## src/rtl/div_unit.sv

```systemverilog
// -----------------------------------------------------------------------------
// div_unit: iterative restoring integer divider with a run-time signed/unsigned
// mode. It works on operand magnitudes and resolves BITS_PER_CYCLE quotient
// bits per clock. A sign fixup at the end gives truncating (C-style) division.
// The result is presented in HI/LO layout as {remainder, quotient}.
//
// Ports
//   clk           clock; all state changes on the rising edge
//   rst           synchronous reset, active-low
//   signed_div_i  1 = signed divide, 0 = unsigned divide
//   opdata1_i     dividend (WIDTH bits)
//   opdata2_i     divisor (WIDTH bits)
//   start_i       request; held high by EX until the result is consumed
//   annul_i       abort from the flush path; honoured in every non-idle state
//   result_o      {remainder, quotient} (2*WIDTH bits, registered)
//   ready_o       result_o valid (registered)
// -----------------------------------------------------------------------------
module div_unit #(
    parameter int WIDTH          = 32,
    parameter int BITS_PER_CYCLE = 1
) (
    input  logic               clk,
    input  logic               rst,
    input  logic               signed_div_i,
    input  logic [WIDTH-1:0]   opdata1_i,
    input  logic [WIDTH-1:0]   opdata2_i,
    input  logic               start_i,
    input  logic               annul_i,
    output logic [2*WIDTH-1:0] result_o,
    output logic               ready_o
);

    localparam int N  = WIDTH / BITS_PER_CYCLE;
    localparam int CW = $clog2(N + 1);
    localparam logic [CW-1:0] CNT_LAST = CW'(N);

    typedef enum logic [1:0] {
        DIV_FREE,
        DIV_BY_ZERO,
        DIV_ON,
        DIV_END
    } state_t;

    state_t            state;
    state_t            state_n;
    logic [CW-1:0]     cnt;
    logic [WIDTH-1:0]  rem;       // partial remainder
    logic [WIDTH-1:0]  quo;       // dividend bits shift out, quotient bits shift in
    logic [WIDTH-1:0]  dsr;       // divisor magnitude
    logic              sgn_mode;
    logic              dvd_neg;
    logic              dsr_neg;
    logic [2*WIDTH-1:0] step;     // {rem, quo} after one iteration

    // Two's-complement magnitude when the operand is negative.
    function automatic logic [WIDTH-1:0] mag(input logic [WIDTH-1:0] x, input logic neg);
        return neg ? (~x + 1'b1) : x;
    endfunction

    // One restoring step: shift the next dividend bit into the remainder and
    // subtract the divisor if it fits. Because rem < dsr on entry, the trial
    // value fits in WIDTH+1 bits and bit WIDTH of the difference is the borrow.
    function automatic logic [2*WIDTH-1:0] div_step(input logic [WIDTH-1:0] r_in,
                                                    input logic [WIDTH-1:0] q_in,
                                                    input logic [WIDTH-1:0] d_in);
        logic [WIDTH:0] trial;
        logic [WIDTH:0] diff;
        trial = {r_in, q_in[WIDTH-1]};
        diff  = trial - {1'b0, d_in};
        if (!diff[WIDTH])
            return {diff[WIDTH-1:0], q_in[WIDTH-2:0], 1'b1};
        else
            return {trial[WIDTH-1:0], q_in[WIDTH-2:0], 1'b0};
    endfunction

    // Quotient is negated when the operand signs differ; the remainder follows
    // the dividend. The most-negative / -1 case wraps back to most-negative.
    function automatic logic [2*WIDTH-1:0] fixup(input logic [WIDTH-1:0] r_in,
                                                 input logic [WIDTH-1:0] q_in,
                                                 input logic mode,
                                                 input logic n_dvd,
                                                 input logic n_dsr);
        logic [WIDTH-1:0] r_out;
        logic [WIDTH-1:0] q_out;
        r_out = (mode && n_dvd)           ? (~r_in + 1'b1) : r_in;
        q_out = (mode && (n_dvd ^ n_dsr)) ? (~q_in + 1'b1) : q_in;
        return {r_out, q_out};
    endfunction

    always_comb begin
        step = div_step(rem, quo, dsr);
        if (BITS_PER_CYCLE == 2)
            step = div_step(step[2*WIDTH-1:WIDTH], step[WIDTH-1:0], dsr);
    end

    always_ff @(posedge clk) begin
        if (!rst)
            state <= DIV_FREE;
        else
            state <= state_n;
    end

    always_comb begin
        state_n = state;
        case (state)
            DIV_FREE: begin
                if (start_i && !annul_i)
                    state_n = (opdata2_i == '0) ? DIV_BY_ZERO : DIV_ON;
            end
            DIV_BY_ZERO: begin
                state_n = annul_i ? DIV_FREE : DIV_END;
            end
            DIV_ON: begin
                if (annul_i)
                    state_n = DIV_FREE;
                else if (cnt == CNT_LAST)
                    state_n = DIV_END;
            end
            DIV_END: begin
                if (!start_i || annul_i)
                    state_n = DIV_FREE;
            end
            default: state_n = DIV_FREE;
        endcase
    end

    always_ff @(posedge clk) begin
        if (!rst) begin
            cnt      <= '0;
            rem      <= '0;
            quo      <= '0;
            dsr      <= '0;
            sgn_mode <= 1'b0;
            dvd_neg  <= 1'b0;
            dsr_neg  <= 1'b0;
            result_o <= '0;
            ready_o  <= 1'b0;
        end else begin
            case (state)
                DIV_FREE: begin
                    result_o <= '0;
                    ready_o  <= 1'b0;
                    if (start_i && !annul_i) begin
                        cnt      <= '0;
                        rem      <= '0;
                        sgn_mode <= signed_div_i;
                        dvd_neg  <= opdata1_i[WIDTH-1];
                        dsr_neg  <= opdata2_i[WIDTH-1];
                        quo      <= mag(opdata1_i, signed_div_i & opdata1_i[WIDTH-1]);
                        dsr      <= mag(opdata2_i, signed_div_i & opdata2_i[WIDTH-1]);
                    end
                end
                DIV_BY_ZERO: begin
                    if (!annul_i) begin
                        result_o <= '0;
                        ready_o  <= 1'b1;
                    end
                end
                DIV_ON: begin
                    if (!annul_i) begin
                        if (cnt == CNT_LAST) begin
                            result_o <= fixup(rem, quo, sgn_mode, dvd_neg, dsr_neg);
                            ready_o  <= 1'b1;
                        end else begin
                            {rem, quo} <= step;
                            cnt        <= cnt + CW'(1);
                        end
                    end
                end
                DIV_END: begin
                    if (!start_i || annul_i) begin
                        result_o <= '0;
                        ready_o  <= 1'b0;
                    end
                end
                default: begin
                    result_o <= '0;
                    ready_o  <= 1'b0;
                end
            endcase
        end
    end

endmodule
```

## config.mk

```make
export PLATFORM = sky130hd
export DESIGN_NAME = div_unit
export DESIGN_NICKNAME = d
export VERILOG_FILES = /design/src/rtl/div_unit.sv
export SDC_FILE = /design/constraint.sdc
export NUM_CORES = 1
export LEC_CHECK = 0
export BUFFER_PORTS_ARGS = -buffer_cell sky130_fd_sc_hd__buf_4
export CORE_MARGIN = 2
export CORE_UTILIZATION = 30
export DETAILED_ROUTE_END_ITERATION = 10
export MAX_ROUTING_LAYER = met4
export PLACE_DENSITY = 0.49
export SYNTH_ARGS = -nofsm -noshare
export SYNTH_HDL_FRONTEND = slang
export SYNTH_SLANG_ARGS = --single-unit
```

## constraint.sdc

```tcl
create_clock -name clk -period 8.55 [get_ports clk]
set_input_delay 1.2825 -clock clk [delete_from_list [all_inputs] [get_ports clk]]
set_output_delay 1.2825 -clock clk [all_outputs]
set_load 0.1 [all_outputs]
```

### After elaboration in Yosys (flattened, before gate mapping)

Cells that the tools add are included.

| word-level totals | value |
|---|---|
| word-level logic and storage cells | 81 |
| input port bits | 69 |
| output and inout port bits | 65 |
| register bits | 172 |

| cells by class | value |
|---|---|
| equal/unequal tests | 11 |
| add/sub/neg operators | 6 |
| multiplexer cells | 34 |
| reductions and logical operators | 13 |
| bitwise logic cells | 7 |

Operator list:

| kind | number |
|---|---|
| 2-to-1 mux 32 bit | 10 |
| 2-to-1 mux 64 bit | 5 |
| case mux 64 bit (4 select lines) | 1 |
| adder 32 x 1 -> 32 bit, second input constant | 4 |
| inverter 32 bit | 4 |
| case mux 32 bit (2 select lines) | 2 |
| subtractor 33 x 32 -> 33 bit | 1 |
| logical NOT 32 bit | 1 |
| 2-to-1 mux 6 bit | 3 |
| 2-to-1 mux 2 bit | 6 |
| inequality test 2 bit, second input constant | 6 |
| case mux 6 bit (2 select lines) | 1 |
| case mux 2 bit (4 select lines) | 1 |
| AND reduction 4 bit | 2 |
| adder 6 x 1 -> 6 bit, second input constant | 1 |
| equality test 6 bit, second input constant | 1 |
| equality test 2 bit, second input constant | 2 |
| 2-to-1 mux 1 bit | 4 |
| case mux 1 bit (4 select lines) | 1 |
| logical AND 1 bit | 3 |
| inequality test 3 bit, second input constant | 1 |
| AND reduction 3 bit | 1 |
| AND 1 bit | 2 |
| equality test 2 x 1 -> 1 bit, second input constant | 1 |
| other kinds (6) | 7 |

### Longest topological paths before layout

| logic depth | value |
|---|---|
| word-level depth | 6 |
| depth in mapped cells | 12 |
| gate-level depth less buffers | 11 |

### Worst setup path before layout

No wires, ideal clock.

| timing path | value |
|---|---|
| path kind | input-to-reg |
| start | input port opdata1_i[12] |
| end | register quo[29] |
| data required time | 8.418 ns |
| buffers on the path | 0 |
| library setup time | 0.132 ns |
| cell stages on the path | 8 |
| data arrival time | 3.189 ns |
| setup slack | 5.229 ns |
| cells stage by stage | or4_1 nor3_2 nand4_1 or3_1 o41ai_1 xnor2_1 o211ai_1 a21oi_1 |

| between the ends | value |
|---|---|
| word-level cells in the longest chain between the ends | 5 |

Ends and longest elaborated chain:

| element | line | text |
|---|---|---|
| start, declared | 25 | `input logic [WIDTH-1:0] opdata1_i,` |
| inverter 32 bit | 57 | `return neg ? (~x + 1'b1) : x;` |
| adder 32 x 1 -> 32 bit | 57 |  |
| 2-to-1 mux 32 bit | 57 |  |
| 2-to-1 mux 32 bit | 143 | `if (start_i && !annul_i) begin` |
| case mux 32 bit (2 select lines) | 139 | `case (state)` |
| end signal, assigned | 149 | `quo <= mag(opdata1_i, signed_div_i & opdata1_i[WIDTH-1]);` |
| end signal, assigned | 165 | `{rem, quo} <= step;` |
| end, declared | 48 | `logic [WIDTH-1:0] quo;` |

No other way between the ends. The select of a mux whose other input is x is not followed.
A chain may end at the register's enable or synchronous reset.

### Final worst setup path

| timing path | value |
|---|---|
| start | register state[0] |
| end | register rem[2] |

| between the ends | value |
|---|---|
| word-level cells in the longest chain between the ends | 3 |
| elaborated cells on any way between the ends | 8 |
| those cells by class | eq/ne: 4; mux: 1; reduce/logical: 3 |

Ends and longest elaborated chain:

| element | line | text |
|---|---|---|
| start, declared | 44 | `state_t state;` |
| start signal, assigned | 100 | `state <= state_n;` |
| equality test 2 bit / logical NOT 2 bit (equally long branches) | 139 |  |
| inequality test 2 bit (no line) / nonzero test 2 bit (equally long branches) | -- |  |
| AND reduction 4 bit (no line) | -- |  |
| end signal, assigned | 165 |  |
| end, declared | 47 | `logic [WIDTH-1:0] rem;` |

Several ways; a longest one is shown, not always the timed one.

==> impl_results.md <==
* Sequential area share after synthesis at 0.311
* Peak VDD IR at 0.136 mV
* ANT nets after route at 0
* Crit Path Category: flip-flop to flip-flop
* Pin count of the biggest net entering global routing at 85
* Total wire length at ~34000 um
* Drt via density at 5.11
* Hold slack final at 0.452 ns
* Outcome: completed
* Setup TNS Final at 0 ns
* Mean Syn Cell Area at 7.50 sq um
* Internal cell power at 1.78 mW
* Comb pwr share at 0.423
* Vias in the first global route at 9587
* Final hold vios at 0
* CTS Buf Count at 17
* Fmax at approximately 270 MHz
* Reg clk slew, reported paths at about 0.070 ns
* Io pins at 134
* Layout Skew at between 0.01 and 0.015 ns
* WP data arrival at between 4 and 5 ns
* Via Count at 10400
* Max-Cap Viols at 0
* Clock share of power at 0.263
* Worst-Skew Late Latency at between 0.4 and 0.5 ns
* CTS tree: built
* Fin. max-slew vios at 0
* Switching Share at 0.434
* Core footprint at approximately 37000 sq um
* PwrDens at 241 nW/um^2
* Nets at between 1500 and 2000
* Gate Count Post-Synth at 1477
* Final setup viols at 0
* Final setup margin at 4.80 ns
* Number of synthesized flops with an enable pin at 0
* Post-synthesis cell type count at between 60 and 70
* YS warnings at 0
* Sequential share of power at 0.313
* CP Max Fanout at 84
* First-pass iteration count of the detailed router at 5
* Root buffer cell: clkbuf_16
* Overflow left after global routing at 0
* Hpwl dp at 25500 um
* Mapped cell area at around 11000 sq um
* Detailed-route DRC error count at 0
* Req. time, crit path at 8.88 ns
* RSZ-0062 raised after global routing: false
* Tmin final at 3.75 ns
* Total chip power at 3.15 mW
* Diodes inserted at 0
* Crit share post-route at 0.438
* Yosys reg bits at 172
* Proportion of layout cells with a drive suffix above 1 at 0.125
* Die width at between 150 and 200 um
* Post-CTS setup buffers at 0
* Most common cell after layout, fill and taps aside: nand2_1
* Initial core utilization at 0.303
* Commonest cells after routing, fill and taps aside: nand2_1 (194), dfxtp_1 (172), nor2_1 (146)
* Least-Margin Pin Slew at 1.07 ns
* Net Switching at 1.37 mW
* Rows at 70
* Gr usage total at 0.182
* Initial antenna violation count at 0
* Place WS at 4.73 ns
* Buffers on Ports at 133
* Area grow syn2layout at 17.7%
* Ys async rst share at 0
* H-tree levels at 4
* Slew Limit Headroom at 0.284
* Clk buf depth at 2
* Critical path startpoint category: flip-flop
* DR WL/cell at 16.5 um
* Worst Hold Class: flip-flop to flip-flop
* Crit path capture type: flip-flop
* CTS hold repair buffers at 0
* Pleak at 5.09 nW
* Synth Net Count at approximately 1600
* Die Area at 38500 sq um
* Top_reg_cell synth: dfxtp_1
* Final Util at 0.357
* Drt initial violations at between 600 and 700
* Fillers at 3879
* PostCTS Resize Cnt at 0
* First-pass GRT wire length at between 50000 and 60000 um
* Die H at 196 um
* RePlAce Congestion at 0.913
* Clock sink total at approximately 170
-- cell usage after synthesis (4+ instances only) --
master      n  area [sq um]
buf_2       4          20.0
nor4_1     13          81.3
or3_1      17           106
a31oi_1    10          62.6
xor2_1     63           552
a32oi_1    10          87.6
a22oi_1    30           225
ha_1       42           526
inv_1      58           218
o21ai_1    15          75.1
mux2i_1    30           300
o41ai_1    13           114
a311oi_1    4          35.0
nand2_1   194           728
nor2_1    147           552
o211ai_1    8          60.1
or4_1       8          60.1
nor2b_1     7          43.8
o21ai_0   110           551
a211oi_1   26           195
nand3_1    42           210
buf_1       6          22.5
xnor2_1    83           727
a21oi_1   131           656
nand2b_1   16           100
nor3_1     26           130
clkbuf_1   80           300
o31ai_1    18           135
nand3b_1    5          37.5
a21o_1      8          60.1
nand4_1    12          75.1
dfxtp_1   172          3440
o21a_1     11          82.6
and2_1      9          56.3
-- metal layers --
metal	vias to the layer above	share of wire	GRT usage	wire, um
met2	262	0.41	0.255	13700
met4	0	0.0090	0.0390	301
met5	-	0	-	0
met1	4736	0.54	0.273	18000
li1	5351	-	-	-
met3	17	0.047	0.0248	1580
-- flip-flops by register name, indices dropped and copies added (netlist names), 2 cells and up --
name and flops:
dsr 32, state 2, quo 32, cnt 6
rem 32, result_o 64
-- worst max-delay path, stage by stage, from the launching register on --
cell	delay, ns
dfxtp_1	0.34
inv_1	0.09
ha_2	0.19
buf_4	0.57
o41ai_1	0.18
buf_4	0.20
a221oi_4	0.20
buf_4	0.44
nand3_1	0.83
o311ai_1	0.54
-- power by group through the flow --
stage | Clock, mW | Combinational (mW) | Sequential [mW]
final | 0.829 | 1.33 | 0.987
after global routing | 0.883 | 1.49 | 1.00
after floorplan | 0 | 0.936 | 1.03
after detailed placement | 0 | 1.33 | 1.00
after global placement | 0 | 1.33 | 1.00
after CTS | 0.847 | 1.34 | 0.985
-- final cells by class --
class,instances,area [sq um],share of cell area
Clock inverter,14,176,0.0135
Inverter,59,223,0.0171
Tap cell,468,586,0.0449
Clock buffer,18,439,0.0337
Multi-Input combinational cell,1156,7100,0.544
Timing Repair Buffer,143,1070,0.0823
Sequential cell,172,3440,0.264
-- path summary, 6_finish.rpt --
check / from / endpoint / slack (ns) / cells past startpoint
worst max-delay path: state[0] / rem[2] / 4.80 / 9
worst min-delay path: result_o[59] / result_o[59] / 0.45 / 2
worst max register to register: state[0] / rem[2] / 4.80 / 9
worst min register to register: result_o[59] / result_o[59] / 0.45 / 2
-- cell families after synthesis --
kind of cell,after synthesis,synth area share
AND/OR/NAND/NOR,516,0.213
AO/OA/AOI/OAI,421,0.233
flip-flops,172,0.311
buffers and inverters,149,0.0509
XOR/XNOR,146,0.115
adder cells (fa/ha/maj),43,0.0492
multiplexers,30,0.0271
-- per-stage QoR --
stage          instance area (sq um)  cells
2_1_floorplan                  11100   1477
3_3_place_gp                   12400   1998
3_5_place_dp                   12400   1998
4_1_cts                        13000   2030
5_1_grt                        13000   2030
6_report                       13000   2030
No activity file was read; power rests on OpenSTA's default activity.
